File: src/rtl/fpu_ret_pkg.sv
// Shared types and constants for the FPU completion collector.
// Lane indices, entry layout and the round-robin successor helper.
package fpu_ret_pkg;

  localparam int RAISE_W = 11;
  localparam int RET_W   = 14;
  localparam int TAG_W   = 9;

  localparam logic [1:0] LANE_U1 = 2'd0;
  localparam logic [1:0] LANE_U3 = 2'd1;
  localparam logic [1:0] LANE_U5 = 2'd2;

  typedef struct packed {
    logic [RET_W-1:0]   ret;
    logic [TAG_W-1:0]   tag;
    logic [RAISE_W-1:0] raise;
  } fpu_ret_ent_t;

  localparam int ENT_W = $bits(fpu_ret_ent_t);

  // Next lane in the 0 -> 1 -> 2 -> 0 rotation.
  function automatic logic [1:0] rr_next(input logic [1:0] lane);
    return (lane == LANE_U5) ? LANE_U1 : lane + 2'd1;
  endfunction

endpackage

File: src/rtl/fpu_ret_fifo.sv
// Single-lane result FIFO. A push into a full FIFO is still accepted when
// the head is popped in the same cycle; otherwise it is dropped and flagged.
module fpu_ret_fifo
  import fpu_ret_pkg::*;
#(
  parameter int DEPTH = 4,
  parameter int CW    = $clog2(DEPTH) + 1
) (
  input  logic             clk,
  input  logic             rst,
  input  logic             i_push,
  input  logic [ENT_W-1:0] i_data,
  input  logic             i_pop,
  output logic [ENT_W-1:0] o_head,
  output logic [CW-1:0]    o_count,
  output logic             o_ovf
);

  localparam int AW = $clog2(DEPTH);

  logic [ENT_W-1:0] r_mem [DEPTH];
  logic [AW-1:0]    r_wp;
  logic [AW-1:0]    r_rp;
  logic [CW-1:0]    r_cnt;
  logic             w_wr;

  assign w_wr    = i_push & ((r_cnt != CW'(DEPTH)) | i_pop);
  assign o_ovf   = i_push & ~w_wr;
  assign o_head  = r_mem[r_rp];
  assign o_count = r_cnt;

  always_ff @(posedge clk) begin
    if (!rst) begin
      r_wp  <= '0;
      r_rp  <= '0;
      r_cnt <= '0;
    end else begin
      if (w_wr)  r_wp <= r_wp + 1'b1;
      if (i_pop) r_rp <= r_rp + 1'b1;
      case ({w_wr, i_pop})
        2'b10:   r_cnt <= r_cnt + 1'b1;
        2'b01:   r_cnt <= r_cnt - 1'b1;
        default: r_cnt <= r_cnt;
      endcase
    end
  end

  always_ff @(posedge clk) begin
    if (rst && w_wr) r_mem[r_wp] <= i_data;
  end

endmodule

File: src/rtl/fpu_ret_collect.sv
// Collects results from FPU lanes u1/u3/u5 and drains them one per cycle to retire.
// cmp_* is a valid/ready source: an entry transfers on a cycle with cmp_vld & cmp_rdy,
// and while cmp_vld is high and cmp_rdy low the presented entry does not change.
module fpu_ret_collect
  import fpu_ret_pkg::*;
#(
  parameter int DEPTH = 4,
  parameter int TAGW  = TAG_W
) (
  input  logic               clk,
  input  logic               rst,
  input  logic [13:0]        u1_ret,
  input  logic               u1_ret_en,
  input  logic [TAGW-1:0]    u1_tag,
  input  logic [10:0]        u1_raise,
  output logic               u1_stall,
  input  logic [13:0]        u3_ret,
  input  logic               u3_ret_en,
  input  logic [TAGW-1:0]    u3_tag,
  input  logic [10:0]        u3_raise,
  output logic               u3_stall,
  input  logic [13:0]        u5_ret,
  input  logic               u5_ret_en,
  input  logic [TAGW-1:0]    u5_tag,
  input  logic [10:0]        u5_raise,
  output logic               u5_stall,
  output logic               cmp_vld,
  input  logic               cmp_rdy,
  output logic [1:0]         cmp_lane,
  output logic [13:0]        cmp_ret,
  output logic [TAGW-1:0]    cmp_tag,
  output logic [10:0]        cmp_raise,
  input  logic               flag_clr,
  output logic [10:0]        fp_flags,
  output logic [2:0]         ovf_err
);

  localparam int CW = $clog2(DEPTH) + 1;

  fpu_ret_ent_t  w_in   [3];
  logic [ENT_W-1:0] w_head [3];
  logic [CW-1:0] w_cnt  [3];
  logic [2:0]    w_push;
  logic [2:0]    w_pop;
  logic [2:0]    w_ovf;
  logic [2:0]    w_ne;
  logic [1:0]    w_gnt;
  logic [1:0]    w_c1;
  logic [1:0]    w_c2;
  logic          w_hs;
  fpu_ret_ent_t  w_sel;

  logic [1:0]    r_rr;
  logic          r_lock;
  logic [1:0]    r_lock_lane;
  logic [10:0]   r_flags;
  logic [2:0]    r_ovf;

  assign w_in[0] = '{ret: u1_ret, tag: u1_tag, raise: u1_raise};
  assign w_in[1] = '{ret: u3_ret, tag: u3_tag, raise: u3_raise};
  assign w_in[2] = '{ret: u5_ret, tag: u5_tag, raise: u5_raise};
  assign w_push  = {u5_ret_en, u3_ret_en, u1_ret_en};

  for (genvar g = 0; g < 3; g++) begin : g_lane
    fpu_ret_fifo #(.DEPTH(DEPTH), .CW(CW)) u_fifo (
      .clk     (clk),
      .rst     (rst),
      .i_push  (w_push[g]),
      .i_data  (w_in[g]),
      .i_pop   (w_pop[g]),
      .o_head  (w_head[g]),
      .o_count (w_cnt[g]),
      .o_ovf   (w_ovf[g])
    );
    assign w_ne[g]  = (w_cnt[g] != '0);
    assign w_pop[g] = w_hs & (w_gnt == 2'(g));
  end

  // A stalled offer is pinned to its lane so a late arrival on a higher-priority
  // lane cannot swap the entry under a waiting retire unit.
  assign w_c1 = rr_next(r_rr);
  assign w_c2 = rr_next(w_c1);

  always_comb begin
    w_gnt = w_c2;
    if (r_lock)           w_gnt = r_lock_lane;
    else if (w_ne[r_rr])  w_gnt = r_rr;
    else if (w_ne[w_c1])  w_gnt = w_c1;
  end

  always_comb begin
    case (w_gnt)
      LANE_U1: w_sel = w_head[0];
      LANE_U3: w_sel = w_head[1];
      default: w_sel = w_head[2];
    endcase
  end

  assign cmp_vld   = |w_ne;
  assign w_hs      = cmp_vld & cmp_rdy;
  assign cmp_lane  = w_gnt;
  assign cmp_ret   = w_sel.ret;
  assign cmp_tag   = w_sel.tag;
  assign cmp_raise = w_sel.raise;

  always_ff @(posedge clk) begin
    if (!rst) begin
      r_rr        <= LANE_U1;
      r_lock      <= 1'b0;
      r_lock_lane <= LANE_U1;
      r_flags     <= '0;
      r_ovf       <= '0;
    end else begin
      if (w_hs) r_rr <= rr_next(w_gnt);
      r_lock      <= cmp_vld & ~cmp_rdy;
      r_lock_lane <= w_gnt;
      r_flags     <= (flag_clr ? 11'd0 : r_flags) | (w_hs ? w_sel.raise : 11'd0);
      r_ovf       <= r_ovf | w_ovf;
    end
  end

  assign fp_flags = r_flags;
  assign ovf_err  = r_ovf;
  assign u1_stall = (w_cnt[0] >= CW'(DEPTH - 1));
  assign u3_stall = (w_cnt[1] >= CW'(DEPTH - 1));
  assign u5_stall = (w_cnt[2] >= CW'(DEPTH - 1));

endmodule

File: config.mk
export PLATFORM = sky130hd
export DESIGN_NAME = fpu_ret_collect
export DESIGN_NICKNAME = d
export VERILOG_FILES = /design/src/rtl/fpu_ret_pkg.sv /design/src/rtl/fpu_ret_fifo.sv /design/src/rtl/fpu_ret_collect.sv
export SDC_FILE = /design/constraint.sdc
export NUM_CORES = 1
export LEC_CHECK = 0
export CAP_MARGIN = 20
export CORE_MARGIN = 2
export CORE_UTILIZATION = 59
export CTS_BUF_LIST = sky130_fd_sc_hd__clkbuf_4 sky130_fd_sc_hd__clkbuf_8
export CTS_CLUSTER_SIZE = 20
export DETAILED_ROUTE_END_ITERATION = 8
export DONT_BUFFER_PORTS = 1
export HOLD_SLACK_MARGIN = 0.05
export PLACE_DENSITY = 0.85
export SETUP_SLACK_MARGIN = 0.05
export SLEW_MARGIN = 20
export SYNTH_ARGS = -nofsm -noshare
export SYNTH_HDL_FRONTEND = slang
export SYNTH_SLANG_ARGS = --single-unit
File: constraint.sdc
create_clock -name clk -period 2.8 [get_ports clk]
set_input_delay 0.42 -clock clk [delete_from_list [all_inputs] [get_ports clk]]
set_output_delay 0.42 -clock clk [all_outputs]
set_load 0.01 [all_outputs]
==> results summary, run 1 <==
The Yosys step of the flow raised 0 warnings. The final routed wire length divided by cell count came out at 28.4 µm. The synthesized netlist cell count is 939. Using the TritonRoute via totals, the vias-per-cell ratio works out to 6.31. The area fraction in compound gates after synthesis is 0.0411.

The CTS tree is yes. For the worst setup path, the data required time is 2.38 ns. The number of max-cap violations is 0. The final weighted congestion of routability-driven global placement is 0.995. By area, the combinational part of the netlist is dominated by multiplexers. The number of inserted filler cells in the final layout came out at 1511. The worst register-to-register path ends at g_lane[0].u_fifo.o_count[2].

Counting flops with a built-in enable in the synthesized netlist gives 408. STA puts the critical path data arrival time at 2.57 ns. Entering global routing, the biggest net connects 35 pins. Once routing completed, OpenROAD measured the worst setup slack at -0.188 ns.

The overall die height came out at 177 µm. The clock input transition at the sequential cells of the worst setup and hold paths is 0.06 ns. The routed wire length is 46600 µm. The count of buffers inserted at the top-level ports is 0.

The final HPWL from detailed placement is 24500 µm. At the pin with the least slew margin, the transition time is 0.889 ns. The number of antenna violations at the first check in global routing is 3. The fraction of the yosys area taken by sequential cells came out at 0.745.

The mux cell area share after synthesis is 0.135. The share of post-route cells with drive strength above 1 came out at 0.371. The number of nets in the synthesized netlist is 1066. Setup repair after global routing could not meet its margin everywhere.

Leaving out fill and tap cells, the most frequent cell in the layout is sky130_fd_sc_hd__edfxtp_1. From synthesis to final layout, the design area changed by 28.5%. The starting density of the core is 0.598. The total routing resource utilization after global routing came out at 0.283.

Leaving out fill and tap cells, the most frequent cells in the layout are sky130_fd_sc_hd__edfxtp_1 (408), sky130_fd_sc_hd__dlygate4sd3_1 (106), sky130_fd_sc_hd__mux4_2 (102). The total setup violations reported at the end of the flow came out at 123. The via count of the first global-routing pass came out at 10800. Counting instances, the worst hold path has a depth of 2. The time the worst path needs with I/O delays and setup came out at 2.99 ns. The global-route congestion overflow total came out at 0. Cell internal power was estimated by the tool at 0.0168 W.

Summed over all cells, the static leakage comes to 7.62 nW. Clock tree synthesis selected as its root buffer the cell sky130_fd_sc_hd__clkbuf_8. The largest fanout on the critical path came out at 6. The clock passes through at most 3 buffers.

The worst setup path is captured at an output pin. In this run the cell area of the synthesized design comes to 17700 µm². The worst register-to-register path has a setup slack of -0.14 ns.

Of all flip-flops after synthesis, the portion carrying an async set or reset was 0. The area share of and/or/nand/nor cells after synthesis came out at 0.0424. The detailed-router iteration count before antenna repair came out at 6. The clock arrives with 0.0444 ns of skew. The synthesized area per cell is 18.8 µm². STA classifies the critical path startpoint as a flip-flop.

In this run the core area contains 63 standard-cell rows. The first-pass GRT wire length came out at 64000 µm. The worst pin sits at a relative slew slack of 0.405. The DRC violation count after routing came out at 0.

The flow ran to the end, but the final reports show violations. The share of total power dissipated in combinational logic is 0.469. Of the total power, the clock network draws 0.206. The switching power of the nets came out at 0.00975 W. The number of vias in the routed layout is 10300. The critical path in this run is classified as flip-flop to output pin. The H-tree depth is 3. The final-report hold violation count is 0. The final non-filler cell area came out at 22700 µm².

In this run the most critical hold path is launched from cmp_rdy. The checks that failed: negative setup slack. The placeable core region is 29600 µm². The adder-cell share of the synthesized area came out at 0.0140. The worst hold path terminates at r_rr[0].

The final layout contains 1324 nets. The share of total power dissipated in sequential elements is 0.325. The number of slew-limit violations in the final report came out at 0. The post-route clock period utilization came out at 1.07. The clock sink count is 454. The number of library cell types mapped by synthesis came out at 46.

The die span in x is 177 µm. The worst register-to-register path begins at g_lane[0].u_fifo.o_count[2]. The I/O pin count is 163.

The depth of the worst register-to-register path is 14. The final core utilization came out at 0.769. The clock latency of the later-clocked register in the worst-skew pair is 0.61 ns. The flip-flop cell with the highest count after synthesis is sky130_fd_sc_hd__edfxtp_1. The placed standard-cell area is 18800 µm².

The initial DRC count is 1110. The total power divided by cell area came out at 1170 nW/µm². The die footprint is 31400 µm². The largest vdd supply drop came out at 0.00122 V. The path class of the tightest hold or removal check is input pin to flip-flop. The clock buffer count from CTS is 72. Of the total synthesized cell area, the portion taken by XOR and XNOR cells is 0.00297.

The antenna violation net count after detailed routing came out at 0. After synthesis the netlist holds a flip-flop and latch count of 454. The switching portion of total power is 0.367. Timing would allow up to 0.335 GHz.
critical path, stage by stage, from the launching register on:
cell	delay [ns]
sky130_fd_sc_hd__dfxtp_2	0.33
sky130_fd_sc_hd__or4_4	0.55
sky130_fd_sc_hd__o311ai_4	0.11
sky130_fd_sc_hd__nand3_2	0.15
sky130_fd_sc_hd__clkinv_4	0.14
sky130_fd_sc_hd__buf_12	0.13
sky130_fd_sc_hd__buf_16	0.14
sky130_fd_sc_hd__nand2_4	0.05
sky130_fd_sc_hd__a31oi_1	0.20
sky130_fd_sc_hd__buf_4	0.18
through the flow:
stage / instances / power, W / TNS, ns / setup slack [ns] / hold slack (ns)
after global routing: 1635 / 0.0274 / -25.24 / -0.255 / 0.0930
after global placement: 1365 / 0.0161 / 0 / 0.0888 / 0.456
after floorplan: 939 / 0.0133 / -0.132 / -0.132 / 0.445
final: 1638 / 0.0266 / -7.27 / -0.188 / 0.0923
after detailed placement: 1365 / 0.0163 / 0 / 0.0247 / 0.465
after CTS: 1608 / 0.0245 / -2.84 / -0.155 / 0.0685
cells by family (layout without fill, tap and decap cells):
group                      Yosys count  in the layout
DFF                                454            454
and+or+nand+nor                    160            161
muxes                              111            111
AOI/OAI and AO/OA                  106            106
buffers and inverters               84            388
adders and majority gates           18             18
xor gates and xnor gates             6              6
other                                0              4
cell usage after synthesis, types with 6 or more instances:
cell type                  count  area, µm²
sky130_fd_sc_hd__nand4_1      11       68.8
sky130_fd_sc_hd__clkbuf_1     31        116
sky130_fd_sc_hd__o211ai_1     12       90.1
sky130_fd_sc_hd__buf_2        23        115
sky130_fd_sc_hd__nand2_1      66        248
sky130_fd_sc_hd__nor2_1       38        143
sky130_fd_sc_hd__mux4_2      102       2300
sky130_fd_sc_hd__mux2i_1       9       90.1
sky130_fd_sc_hd__dfxtp_1      46        921
sky130_fd_sc_hd__and3_1       14       87.6
sky130_fd_sc_hd__a21oi_1      26        130
sky130_fd_sc_hd__a31oi_1      34        213
sky130_fd_sc_hd__a22o_1       11       96.3
sky130_fd_sc_hd__edfxtp_1    408      12300
sky130_fd_sc_hd__xor2_1        6       52.6
sky130_fd_sc_hd__inv_1        26       97.6
sky130_fd_sc_hd__ha_1         15        188
sky130_fd_sc_hd__nand3_1       6       30.0
routing by layer:
layer  global-route usage  up-vias  wire length, µm
li1                     -     4333                -
met3               0.0726      138             4470
met2                0.483      601            23900
met1                0.340     5256            16100
met4                0.129        2             2060
met5                    0        -               15
flip-flops by register name, indices dropped and copies added (netlist names), named ones only:
register,flops
fp_flags,11
g_lane.u_fifo.o_count,9
g_lane.u_fifo.r_mem,408
g_lane.u_fifo.r_rp,6
g_lane.u_fifo.r_wp,6
ovf_err,3
r_lock,1
r_lock_lane,2
r_rr,2
cell type report:
class                           count  area [µm²]  area share
Antenna cell                        4        10.0    0.000440
Clock inverter                     17        85.1     0.00374
Clock buffer                      104        1270      0.0561
Inverter                           28         115     0.00506
Sequential cell                   454       13200       0.580
Tap cell                          390         488      0.0215
Multi-Input combinational cell    402        4870       0.214
Timing Repair Buffer              239        2700       0.119
repair_timing:
item | CTS | global route
resized for setup | 110 | 72
setup buffers | 13 | 12
setup endpoints to repair | 39 | 141
hold buffers | 106 | 0
gates cloned | 4 | 16
hold endpoints to repair | 426 | 0
pin swaps | 26 | 30
power by group through the flow:
stage | sequential [W] | combinational, W | clock (W)
after floorplan | 0.00858 | 0.00473 | 0
after global placement | 0.00866 | 0.00746 | 0
after detailed placement | 0.00872 | 0.00760 | 0
after CTS | 0.00860 | 0.0104 | 0.00545
after global routing | 0.00870 | 0.0129 | 0.00580
final | 0.00863 | 0.0125 | 0.00547
how the worst max path moves through the flow:
stage                                            from                     endpoint  slack, ns  cells past startpoint
after CTS                 g_lane[0].u_fifo.o_count[0]                   cmp_ret[5]      -0.16                      9
after global routing      g_lane[0].u_fifo.o_count[2]  g_lane[0].u_fifo.o_count[2]      -0.25                     14
after detailed placement  g_lane[1].u_fifo.o_count[2]  g_lane[1].u_fifo.o_count[2]       0.02                     13
after global placement    g_lane[2].u_fifo.o_count[1]  g_lane[0].u_fifo.o_count[2]       0.09                     11
after floorplan           g_lane[1].u_fifo.o_count[2]  g_lane[2].u_fifo.o_count[2]      -0.13                     13
final                     g_lane[0].u_fifo.o_count[2]                   cmp_ret[5]      -0.19                      9
No activity file was read; power rests on OpenSTA's default activity.
==> inputs of run 2 (changes only) <==
--- a/config.mk
+++ b/config.mk
@@ -5,7 +5,7 @@
 export SDC_FILE = /design/constraint.sdc
 export NUM_CORES = 1
 export LEC_CHECK = 0
-export CAP_MARGIN = 20
+export CAP_MARGIN = 30
 export CORE_MARGIN = 2
 export CORE_UTILIZATION = 59
 export CTS_BUF_LIST = sky130_fd_sc_hd__clkbuf_4 sky130_fd_sc_hd__clkbuf_8
==> results of run 2 <==
Final layout, timing and power as in run 1 (identical DEF).
